## config.mk

```make
export PLATFORM = sky130hd
export DESIGN_NAME = regfile_alu_datapath
export DESIGN_NICKNAME = d
export VERILOG_FILES = /design/src/rtl/regfile_alu_datapath.sv
export SDC_FILE = /design/constraint.sdc
export NUM_CORES = 1
export LEC_CHECK = 0
export CORE_UTILIZATION = 25
export CTS_CLUSTER_DIAMETER = 150
export DETAILED_ROUTE_END_ITERATION = 8
export GPL_TIMING_DRIVEN = 0
export PLACE_DENSITY = 0.39
export SYNTH_ARGS = -nofsm -noshare
export SYNTH_HDL_FRONTEND = slang
export SYNTH_SLANG_ARGS = --single-unit
```

## constraint.sdc

```tcl
create_clock -name CLK -period 15.91 [get_ports CLK]
set_input_delay 4.773 -clock CLK [delete_from_list [all_inputs] [get_ports CLK]]
set_output_delay 4.773 -clock CLK [all_outputs]
set_load 0.01 [all_outputs]
```

## src/rtl/regfile_alu_datapath.sv

```systemverilog
// rtl/regfile_alu_datapath.sv - 8x8 register file, operand-2 select and 8-bit ALU for the execute stage
module regfile_alu_datapath #(
  parameter int READ_DELAY  = 2,
  parameter int WRITE_DELAY = 1,
  parameter int ADD_DELAY   = 2,
  parameter int LOGIC_DELAY = 1
) (
  input  logic       CLK,
  input  logic       RESET,
  input  logic       WRITEENABLE,
  input  logic [2:0] WRITEREG,
  input  logic [2:0] READREG1,
  input  logic [2:0] READREG2,
  input  logic [2:0] ALUOP,
  input  logic       SIGN,
  input  logic       IMMEDIATE,
  input  logic [7:0] IMMVAL,
  output logic [7:0] REGOUT1,
  output logic [7:0] REGOUT2,
  output logic [7:0] ALURESULT
);

  // The delay parameters describe gate timing seen in behavioural models of
  // this stage; this RTL is zero-delay, so they only need to be non-negative.
  if (READ_DELAY < 0 || WRITE_DELAY < 0 || ADD_DELAY < 0 || LOGIC_DELAY < 0) begin : g_negative_delay
  end

  localparam logic [2:0] OP_FORWARD = 3'b000;
  localparam logic [2:0] OP_ADD     = 3'b001;
  localparam logic [2:0] OP_AND     = 3'b010;
  localparam logic [2:0] OP_OR      = 3'b011;

  logic [7:0] regs_q [8];
  logic [7:0] regs_d [8];
  logic [7:0] op2_neg;
  logic [7:0] op2;

  // Asynchronous reads straight from the register array.
  assign REGOUT1 = regs_q[READREG1];
  assign REGOUT2 = regs_q[READREG2];

  // Operand 2: immediate wins over negation; negation is two's complement mod 256.
  always_comb begin
    op2_neg = ~REGOUT2 + 8'd1;
    op2     = REGOUT2;
    if (IMMEDIATE) begin
      op2 = IMMVAL;
    end else if (SIGN) begin
      op2 = op2_neg;
    end
  end

  // ALU: carry/overflow dropped; reserved opcodes produce zero.
  always_comb begin
    ALURESULT = 8'h00;
    case (ALUOP)
      OP_FORWARD: ALURESULT = op2;
      OP_ADD:     ALURESULT = REGOUT1 + op2;
      OP_AND:     ALURESULT = REGOUT1 & op2;
      OP_OR:      ALURESULT = REGOUT1 | op2;
      default:    ALURESULT = 8'h00;
    endcase
  end

  // Next register state: reset clears all, otherwise optional write-back of the ALU result.
  always_comb begin
    regs_d = regs_q;
    if (RESET) begin
      for (int i = 0; i < 8; i++) begin
        regs_d[i] = 8'h00;
      end
    end else if (WRITEENABLE) begin
      regs_d[WRITEREG] = ALURESULT;
    end
  end

  // Register array update on the rising clock edge.
  always_ff @(posedge CLK) begin
    regs_q <= regs_d;
  end

endmodule

```

==> results_dict.tcl, run 1 <==
set metrics [dict create \
    grt_pass1_wl_um 25500 \
    worstPathMaxFanout 10 \
    slew_violations 0 \
    path_class "input pin to primary output" \
    synth_area_mm2 0.00464 \
    p_sw_uw 125 \
    start_util_pct 25.7 \
    synthFlopType "dfxtp_1" \
    drt_iter0_markers 265 \
    final_nets 612 \
    power_leakage_nw 2.01 \
    worstMarginPinSlew_ns 1.15 \
    first_pass_iters 6 \
    cts_max_level 3 \
    layout-drive-gt1-share_pct 14.2 \
    hp-class "flip-flop to flip-flop" \
    grt_pass1_vias 4199 \
    grt.overflow.total 0 \
    violations "DRC" \
    synth-xor-area-share_pct 1.13 \
    ctsRootBufferMaster "clkbuf_16" \
    cts_sinks 64 \
    fin_crit_ns 14.69 \
    hold_violations 0 \
    slew_headroom_pct 22.3 \
    synth_nets 563 \
    largestRegisters "regs_q: 64 flops" \
    largest_register_ffs 64 \
    worstSetupEndpointType "primary output" \
    avgSynthCellArea_um2 8.93 \
    fp.dieW_um 138 \
    ys_types 63 \
    clockBufferDepth 2 \
    vias_per_cell 5.18 \
    die_y_um 138 \
    cts_setup_buffers 0 \
    drc_errors 10 \
    grt_setup_unrepaired "false" \
    numCtsBuffers 9 \
    fin_crit_sh_pct 92.3 \
    pwr-share-seq_pct 38.2 \
    place_inst 787 \
    clkSlewWorstSetupHoldPaths_ns 0.05 \
    top_register "regs_q" \
    clkPwrFrac_pct 39.9 \
    synthArstFlopShare_pct 0 \
    p_int_uw 311 \
    netlist_instances 520 \
    ir_drop_mv 0.0379 \
    antenna_found_initial 0 \
    dp_hpwl_um 12900 \
    cts_hold_buffers 0 \
    rows 49 \
    ys_ff_latch 64 \
    finalSetupViolCount 0 \
    stdcell_count 801 \
    pwr-share-comb_pct 21.9 \
    switching_share_pct 28.7 \
    io_pins 49 \
    status "finished with violations" \
    clock_latency_ns 0.32 \
    detail_route.wl_per_cell_um 20.8 \
    seq_area_frac_synth_pct 27.6 \
    synth_compound_area_share_pct 20.3 \
    start_kind "input pin" \
    skew_ns 0.00767 \
    core_area_mm2 0.0181 \
    maxCapViolCount 0 \
    die-area_mm2 0.0191 \
    synth_fa_ha_area_share_pct 5.01 \
    yosys_warnings 0 \
    synth-simple-area-share_pct 19.8 \
    required_ns 11.14 \
    powerDensity_mw_per_mm2 78.3 \
    portBuffers 38 \
    cp_data_arrival_time_ns 9.91 \
    synth_edf_count 0 \
    synth.mux.area_fraction_pct 19.6 \
    cts_resized 0 \
    syn2layout_area_growth_pct 20.0 \
    grtUsageTotal_pct 17.9 \
    synth_top_family_by_area "compound AO/OA/AOI/OAI gates" \
    gp_congestion 0.838 \
    grt_max_degree 11 \
    ant_nets 0 \
    diodes 0 \
    wl_um 16700 \
    cts_tree "built" \
    fmax_mhz 68.1 \
    tns_ns 0 \
    vias 4148 \
]
[layer usage]
| layer | up-vias | share of wire (%) | wire, um | track usage, % |
|---|---|---|---|---|
| met5 | - | 0 | 0 | 0 |
| met4 | 0 | 1.5 | 248 | 5.91 |
| met3 | 17 | 3.1 | 520 | 2.36 |
| met2 | 93 | 50 | 8310 | 31.1 |
| met1 | 2044 | 46 | 7620 | 22.9 |
| li1 | 1994 | - | - | - |
[through the flow]
step / utilization (%) / worst slack, ns / hold slack (ns) / cell area (um^2) / power (mW)
global placement: 29.4 / 1.21 / 0.464 / 5310 / 0.265
CTS: 30.8 / 1.19 / 0.475 / 5570 / 0.440
finish: 30.8 / 1.22 / 0.475 / 5570 / 0.436
global route: 30.8 / 0.909 / 0.502 / 5570 / 0.456
floorplan: - / 2.71 / 0.442 / 4640 / 0.232
detailed placement: 29.4 / 1.20 / 0.469 / 5310 / 0.266
[worst max-delay path, stage by stage]
cell and delay (ns):
clkdlybuf4s50_1 0.55, buf_6 0.21, mux4_2 0.54, mux2i_4 0.22, ha_1 0.24, nor2_1 0.06, and3_1 0.18, o31ai_1 0.41
inv_1 0.09, ha_1 0.33, nor2b_1 0.17, o21a_1 0.19, o21a_1 0.21, or4b_2 0.62, a31oi_1 0.30, o31ai_4 0.20
inv_2 0.08, clkdlybuf4s50_1 0.53
[Yosys cell counts, drive strengths merged, types with 3 or more instances]
cell type	n	area [um^2]
buf	9	62.6
and2	3	18.8
mux4	28	631
nand3	5	25.0
a211oi	12	130
nor2b	10	62.6
nor3	9	45.0
nor2	32	120
inv	38	143
mux2i	15	188
or3	8	50.1
nand2b	8	50.1
ha	17	213
a31oi	10	62.6
o31ai	3	36.3
a22oi	3	41.3
nand3b	41	320
a21oi	18	90.1
o21a	3	22.5
xnor2	5	43.8
o21ai	70	350
clkbuf	26	97.6
o41ai	4	42.6
nand2	41	154
dfxtp	64	1280
mux2	8	93.8
[area by class of cell]
cell class | instances | area (um^2)
Timing Repair Buffer | 38 | 380
Multi-Input combinational cell | 383 | 3060
Clock buffer | 13 | 250
Tap cell | 229 | 287
Fill cell | 1883 | 12500
Sequential cell | 64 | 1280
Buffer | 35 | 160
Clock inverter | 1 | 5.00
Inverter | 38 | 143
[path summary, 6_finish.rpt]
path / slack, ns / depth (start not counted) / startpoint / end
hold reg to reg: 0.48 / 2 / regs_q[41]$_SDFFE_PP0P_ / regs_q[41]$_SDFFE_PP0P_
setup reg to reg: 11.07 / 17 / regs_q[57]$_SDFFE_PP0P_ / regs_q[4]$_SDFFE_PP0P_
hold / removal: 0.48 / 2 / regs_q[41]$_SDFFE_PP0P_ / regs_q[41]$_SDFFE_PP0P_
setup / recovery: 1.22 / 18 / READREG2[2] / ALURESULT[6]
[cells in the final DEF (no fill, tap or decap), types with 6 or more instances in the layout]
master / netlist / final
a21oi_1: 18 / 18
clkbuf_1: 26 / 29
dfxtp_1: 64 / 64
o21ai_1: 38 / 38
or3_1: 8 / 8
nand2b_1: 8 / 8
nand3b_1: 40 / 40
ha_1: 17 / 17
clkdlybuf4s50_1: 0 / 38
a211oi_2: 8 / 8
mux4_2: 28 / 28
nor2_1: 32 / 32
nand2_1: 41 / 41
a31oi_1: 10 / 10
mux2i_1: 12 / 12
inv_1: 33 / 33
clkbuf_16: 0 / 9
nor3_1: 9 / 9
mux2_2: 6 / 6
o21ai_0: 32 / 32
nor2b_1: 10 / 10
[cell families (layout without fill, tap and decap cells)]
kind of cell | count (synthesis) | count (layout)
simple gates | 167 | 167
compound gates | 141 | 141
buf+inv | 73 | 125
flops | 64 | 64
mux | 51 | 51
fa+ha+maj | 18 | 18
xor+xnor | 6 | 6
[power groups by stage]
stage	Combinational [mW]	Clock [mW]	Sequential, mW
6_report	0.0955	0.174	0.167
5_1_grt	0.104	0.185	0.167
4_1_cts	0.0963	0.178	0.166
3_5_place_dp	0.0958	0	0.170
3_3_place_gp	0.0948	0	0.170
2_1_floorplan	0.0630	0	0.169
Note: power is estimated with default switching activity, not from simulation.
==> run 2, diff against run 1 <==
--- a/config.mk
+++ b/config.mk
@@ -9,6 +9,7 @@
 export CTS_CLUSTER_DIAMETER = 150
 export DETAILED_ROUTE_END_ITERATION = 8
 export GPL_TIMING_DRIVEN = 0
+export HOLD_SLACK_MARGIN = 0.12
 export PLACE_DENSITY = 0.39
 export SYNTH_ARGS = -nofsm -noshare
 export SYNTH_HDL_FRONTEND = slang
==> results of run 2 <==
Final layout, timing and power as in run 1 (identical DEF).
